## src/rtl/mem_access_stage_pkg.sv

```systemverilog
// MEM stage shared types: widths, FSM encoding and the MEM/WB bundle.
// Imported by the MEM/WB register and the MEM stage top.
package mem_access_stage_pkg;

  localparam int DATA_W = 32;
  localparam int REG_W  = 5;

  typedef enum logic {
    IDLE   = 1'b0,
    ACCESS = 1'b1
  } state_t;

  typedef struct packed {
    logic              memtoreg;
    logic              regwrite;
    logic [DATA_W-1:0] read_data;
    logic [DATA_W-1:0] alu_result;
    logic [REG_W-1:0]  write_reg;
  } mem_wb_t;

endpackage

```

## src/rtl/mem_access_stage_mem_wb_reg.sv

```systemverilog
// MEM/WB pipeline register with load enable and bubble insert.
// A bubble clears the whole bundle so WB sees no write.
module mem_wb_reg
  import mem_access_stage_pkg::*;
(
  input  logic    clk,
  input  logic    rst,
  input  logic    load,
  input  logic    bubble,
  input  mem_wb_t d,
  output mem_wb_t q
);

  always_ff @(posedge clk) begin
    if (rst) begin
      q <= '0;
    end else if (load) begin
      q <= bubble ? '0 : d;
    end
  end

endmodule

```

## src/rtl/mem_access_stage.sv

```systemverilog
// MEM stage: data-memory req/ack access FSM, stall generation
// and the MEM/WB pipeline register feeding WB.
module mem_access_stage #(
  parameter int DATA_W = 32,
  parameter int REG_W  = 5
) (
  input  logic              clk,
  input  logic              rst,
  input  logic              MEM_valid,
  input  logic              MEM_MemRead,
  input  logic              MEM_MemWrite,
  input  logic              MEM_MemtoReg,
  input  logic              MEM_RegWrite,
  input  logic [DATA_W-1:0] MEM_alu_result,
  input  logic [DATA_W-1:0] MEM_write_data,
  input  logic [REG_W-1:0]  MEM_write_reg,
  output logic              dmem_req,
  output logic              dmem_we,
  output logic [DATA_W-1:0] dmem_addr,
  output logic [DATA_W-1:0] dmem_wdata,
  input  logic [DATA_W-1:0] dmem_rdata,
  input  logic              dmem_ack,
  output logic              mem_stall,
  output logic              misalign_err,
  output logic              WB_MemtoReg,
  output logic              WB_RegWrite_in,
  output logic [DATA_W-1:0] read_data,
  output logic [DATA_W-1:0] alu_result,
  output logic [REG_W-1:0]  write_reg_to_wb
);

  mem_access_stage_pkg::state_t  state, next_state;
  mem_access_stage_pkg::mem_wb_t wb_d, wb_q;

  logic             wb_bubble;
  logic             memop;
  logic             aligned;
  logic             accept;
  logic             cap_memtoreg;
  logic             cap_regwrite;
  logic             cap_load;
  logic [REG_W-1:0] cap_write_reg;

  assign memop   = MEM_valid & (MEM_MemRead | MEM_MemWrite);
  assign aligned = (MEM_alu_result[1:0] == 2'b00);
  assign accept  = (state == mem_access_stage_pkg::IDLE)
                 & memop & aligned;

  always_ff @(posedge clk) begin
    if (rst) begin
      state <= mem_access_stage_pkg::IDLE;
    end else begin
      state <= next_state;
    end
  end

  // Request fields are frozen at accept so memory sees them stable until ack.
  always_ff @(posedge clk) begin
    if (rst) begin
      dmem_req      <= 1'b0;
      dmem_we       <= 1'b0;
      dmem_addr     <= '0;
      dmem_wdata    <= '0;
      cap_memtoreg  <= 1'b0;
      cap_regwrite  <= 1'b0;
      cap_load      <= 1'b0;
      cap_write_reg <= '0;
      misalign_err  <= 1'b0;
    end else begin
      misalign_err <= (state == mem_access_stage_pkg::IDLE)
                    & memop & ~aligned;
      if (accept) begin
        dmem_req      <= 1'b1;
        dmem_we       <= MEM_MemWrite;
        dmem_addr     <= MEM_alu_result;
        dmem_wdata    <= MEM_write_data;
        cap_memtoreg  <= MEM_MemtoReg;
        cap_regwrite  <= MEM_RegWrite;
        cap_load      <= MEM_MemRead & ~MEM_MemWrite;
        cap_write_reg <= MEM_write_reg;
      end else if (state == mem_access_stage_pkg::ACCESS && dmem_ack) begin
        dmem_req <= 1'b0;
      end
    end
  end

  always_comb begin
    next_state = state;
    mem_stall  = 1'b0;
    wb_bubble  = 1'b1;
    wb_d       = '0;
    unique case (state)
      mem_access_stage_pkg::IDLE: begin
        if (memop && aligned) begin
          mem_stall  = 1'b1;
          next_state = mem_access_stage_pkg::ACCESS;
        end else if (!memop) begin
          wb_bubble       = 1'b0;
          wb_d.memtoreg   = MEM_MemtoReg;
          wb_d.regwrite   = MEM_RegWrite & MEM_valid;
          wb_d.alu_result = MEM_alu_result;
          wb_d.write_reg  = MEM_write_reg;
        end
      end
      mem_access_stage_pkg::ACCESS: begin
        mem_stall = ~dmem_ack;
        if (dmem_ack) begin
          next_state      = mem_access_stage_pkg::IDLE;
          wb_bubble       = 1'b0;
          wb_d.memtoreg   = cap_memtoreg;
          wb_d.regwrite   = cap_regwrite;
          wb_d.read_data  = cap_load ? dmem_rdata : '0;
          wb_d.alu_result = dmem_addr;
          wb_d.write_reg  = cap_write_reg;
        end
      end
      default: next_state = mem_access_stage_pkg::IDLE;
    endcase
  end

  mem_wb_reg u_mem_wb_reg (
    .clk    (clk),
    .rst    (rst),
    .load   (1'b1),
    .bubble (wb_bubble),
    .d      (wb_d),
    .q      (wb_q)
  );

  assign WB_MemtoReg     = wb_q.memtoreg;
  assign WB_RegWrite_in  = wb_q.regwrite;
  assign read_data       = wb_q.read_data;
  assign alu_result      = wb_q.alu_result;
  assign write_reg_to_wb = wb_q.write_reg;

endmodule
```

## config.mk

```make
export PLATFORM = sky130hd
export DESIGN_NAME = mem_access_stage
export DESIGN_NICKNAME = d
export VERILOG_FILES = /design/src/rtl/mem_access_stage_pkg.sv /design/src/rtl/mem_access_stage_mem_wb_reg.sv /design/src/rtl/mem_access_stage.sv
export SDC_FILE = /design/constraint.sdc
export NUM_CORES = 1
export LEC_CHECK = 0
export ABC_CLOCK_PERIOD_IN_PS = 2900
export CORE_UTILIZATION = 65
export DETAILED_ROUTE_END_ITERATION = 16
export DONT_BUFFER_PORTS = 1
export PLACE_DENSITY = 0.85
export SLEW_MARGIN = 10
export SYNTH_ARGS = -nofsm -noshare
export SYNTH_HDL_FRONTEND = slang
export SYNTH_SLANG_ARGS = --single-unit
```

## constraint.sdc

```tcl
create_clock -name clk -period 2.9 [get_ports clk]
set_input_delay 0.29 -clock clk [delete_from_list [all_inputs] [get_ports clk]]
set_output_delay 0.29 -clock clk [all_outputs]
set_load 0.03 [all_outputs]
```

==> results.toml <==
[floorplan]
die_height_um = 95.63
core_sq_mm = 0.008341
die-area_sq_mm = 0.009144
floorplan.io_pins = 248
initial_core_util_pct = 68.32
die_w_um = 95.63
rows = 33

[finish]
fillCellCount = 493
postLayoutCellArea_sq_mm = 0.006929
ratio_of_cells_with_drive_above_1_in_the_final_layout_pct = 7.632
n_antenna_cell = 0
final_net_count = 738
largest_register_ffs = 71
layout_overhead_on_the_synthesized_area_pct = 21.61
max_flop_register = "u_mem_wb_reg.q"
largest_registers = "u_mem_wb_reg.q (71), dmem_addr (32), dmem_wdata (32)"

[cts]
worstSkewPairLatency_ns = 0.52
tritoncts.num_buffers = 17
cts.sink_count = 147
htree_num_levels = 4
postCtsSetupRepairBufs = 0
cts_root_buffer = "sky130_fd_sc_hd__clkbuf_8"
cts_tree = "yes"
post_cts.resized_instances = 0
clkTransAtPathRegs_ns = 0.06
cts.path.max_buffers = 2

[yosys]
distinct_cell_type_count_of_the_synthesized_netlist = 25
synth.most_common_cell = "sky130_fd_sc_hd__dfxtp_1"
syn-num-nets = 703
post_synth_top_cells = "147 x sky130_fd_sc_hd__dfxtp_1, 72 x sky130_fd_sc_hd__nand2b_1, 70 x sky130_fd_sc_hd__nor4_1"
post_synth_instance_area_sq_mm = 0.005698
netlist_instances = 594
synth_sequential_area_ratio_pct = 51.65
syn-mean-instance-area_sq_um = 9.593
synth_ff_type = "sky130_fd_sc_hd__dfxtp_1"
synthesized_flop_and_latch_total = 147
ys.warnings.count = 0
synth_largest_area_cell = "sky130_fd_sc_hd__dfxtp_1"
post-synth-top-area-fraction_pct = 51.65
dominant_cells_by_area_after_synthesis = "sky130_fd_sc_hd__dfxtp_1 52%, sky130_fd_sc_hd__a31o_1 11%, sky130_fd_sc_hd__nand2b_1 7.9%"
synth-edff-count = 0
ys_async_sr_fraction_pct = 0

[power_and_ir_drop]
p_leak_nw = 2.518
ir_worst_vdd_v = 0.0004179
totalPowerFinal_w = 0.004689
p_per_area_mw_per_mm2 = 676.7

[flow_run]
maxCapViolations = 0

[setup_path]
end_kind = "output pin"
crit_slowest_cell = "sky130_fd_sc_hd__or3_4"
worst_ep_arrival_time_ns = 1.98
critical_path_required_ns = 2.61
critPathLaunchType = "register"
crit_path_cell_trace = "nand2b_2 -> or3_4 -> nand2_1 -> buf_4"
critical_path_peak_fanout = 57
rr_worst_depth = 4
slowest_stage_delay_on_critical_path_ns = 0.64
setup.worst_path.class = "register to output pin"

[drt]
via_count = 4958
drt-pass1-iter-count = 5
avgViaCountPerCell = 6.637
detail_route.wirelength_um = 16750
drtIter0Drc = 280
drt.antenna.violating_nets = 0
drt_drc_violations_left = 0
avgRoutedWirePerCell_um = 22.42

[sta]
achievable-frequency_ghz = 0.4406
final-max-slew-violation-count = 0
worstMarginPinSlew_ns = 1.209
grt_setup_unrepaired = "no"
max_slew_margin_pct = 19.02
setup_violations = 0
fin_setup_tns_ns = 0
hold_viol = 0
post-route-period-util_pct = 78.27
min_period_ns = 2.270
finalClockSkew_ns = 0.007743

[global_routing]
grt_start_max_net_pins = 72
grt_pass1_vias = 4661
grt_first_pass_wirelength_um = 24900
antenna_found_initial = 0
gr-total-overflow = 0
grt_util_all_layers_pct = 36.08

[min_path]
hold-path-cell-count = 2
hold_path_class = "primary input to register"

[placement]
port-buffer-count = 0
detailed_place.area_sq_mm = 0.005620
place.detailed.hpwl_um = 8836
gp_routability_congestion = 0.7725

[outcome]
outcome = "completed"
cells in the final DEF, fill, tap and decap left out, drive strengths merged:
| cell | netlist | final |
|---|---|---|
| dfxtp | 147 | 147 |
| dlygate4sd3 | 0 | 73 |
| nand2b | 72 | 72 |
| nor4 | 70 | 70 |
| a31o | 69 | 69 |
| a21oi | 41 | 41 |
| nand2 | 39 | 39 |
| nand3b | 38 | 38 |
| and2 | 33 | 33 |
| clkbuf | 55 | 17 |
| buf | 13 | 11 |
| inv | 1 | 9 |
| clkinv | 0 | 4 |
| and3 | 3 | 3 |
| nor2 | 3 | 3 |
| clkinvlp | 0 | 2 |
| or2 | 1 | 1 |
| or3 | 1 | 1 |
| o21ai | 1 | 1 |
| o211ai | 1 | 1 |
| nor2b | 1 | 1 |
| nand3 | 1 | 1 |
| o31ai | 1 | 1 |
| nor3 | 1 | 1 |
| o211a | 1 | 1 |
| a32oi | 1 | 1 |
| bufinv | 0 | 1 |
worst paths after layout:
path / slack [ns] / endpoint / from
max: 0.63 / mem_stall / state
max reg2reg: 0.75 / u_mem_wb_reg.q[32] / state
min reg2reg: 0.47 / u_mem_wb_reg.q[1] / cap_write_reg[1]
min: 0.02 / misalign_err / MEM_alu_result[1]
what timing repair did:
action	in CTS	in global routing
endpoints found under the setup margin	0	0
hold buffers	73	0
endpoints found under the hold margin	75	0
power by group:
group          total (W)  internal, W  switching [W]
Combinational   0.000336     0.000155       0.000181
Clock            0.00214      0.00118       0.000957
Sequential       0.00222      0.00207       0.000141
cell type report:
class	count	area (sq um)	area share [%]
inverter	1	3.754	0.05417
sequential	147	2943	42.47
tap	105	131.4	1.896
multi-input combinational	378	2460	35.50
timing repair buffer	84	813.3	11.74
clock inverter	15	163.9	2.365
clock buffer	17	414.1	5.977
cell families (layout without fill, tap and decap cells):
family,count (synthesis),after routing,share of synthesized area [%]
DFF,147,147,51.65
and+or+nand+nor,263,263,27.91
AOI/OAI and AO/OA,115,115,14.89
buffers and inverters,69,117,5.556
per-stage QoR:
step                util (%)  hold WS [ns]  setup WS, ns  cells
floorplan                  -        0.4117         1.147    594
global placement       67.39        0.3707        0.8524    642
detailed placement     67.39        0.3734        0.8603    642
CTS                    83.08       0.01182        0.6177    747
global route           83.08       0.03333        0.5406    747
finish                 83.08       0.01888        0.6303    747
routing by layer:
layer | global-route usage (%) | vias up | routed length [um]
li1 | - | 2195 | -
met1 | 42.11 | 2392 | 6041
met2 | 59.76 | 318 | 8388
met3 | 11.56 | 53 | 1732
met4 | 17.41 | 0 | 586
met5 | 0 | - | 0
worst max-delay path, delay by kind of cell (launching register included):
| family | cells | cell delay [ns] |
|---|---|---|
| buffers and inverters | 1 | 0.17 |
| and+or+nand+nor | 3 | 0.99 |
| DFF | 1 | 0.31 |
No activity file was read; power rests on OpenSTA's default activity.
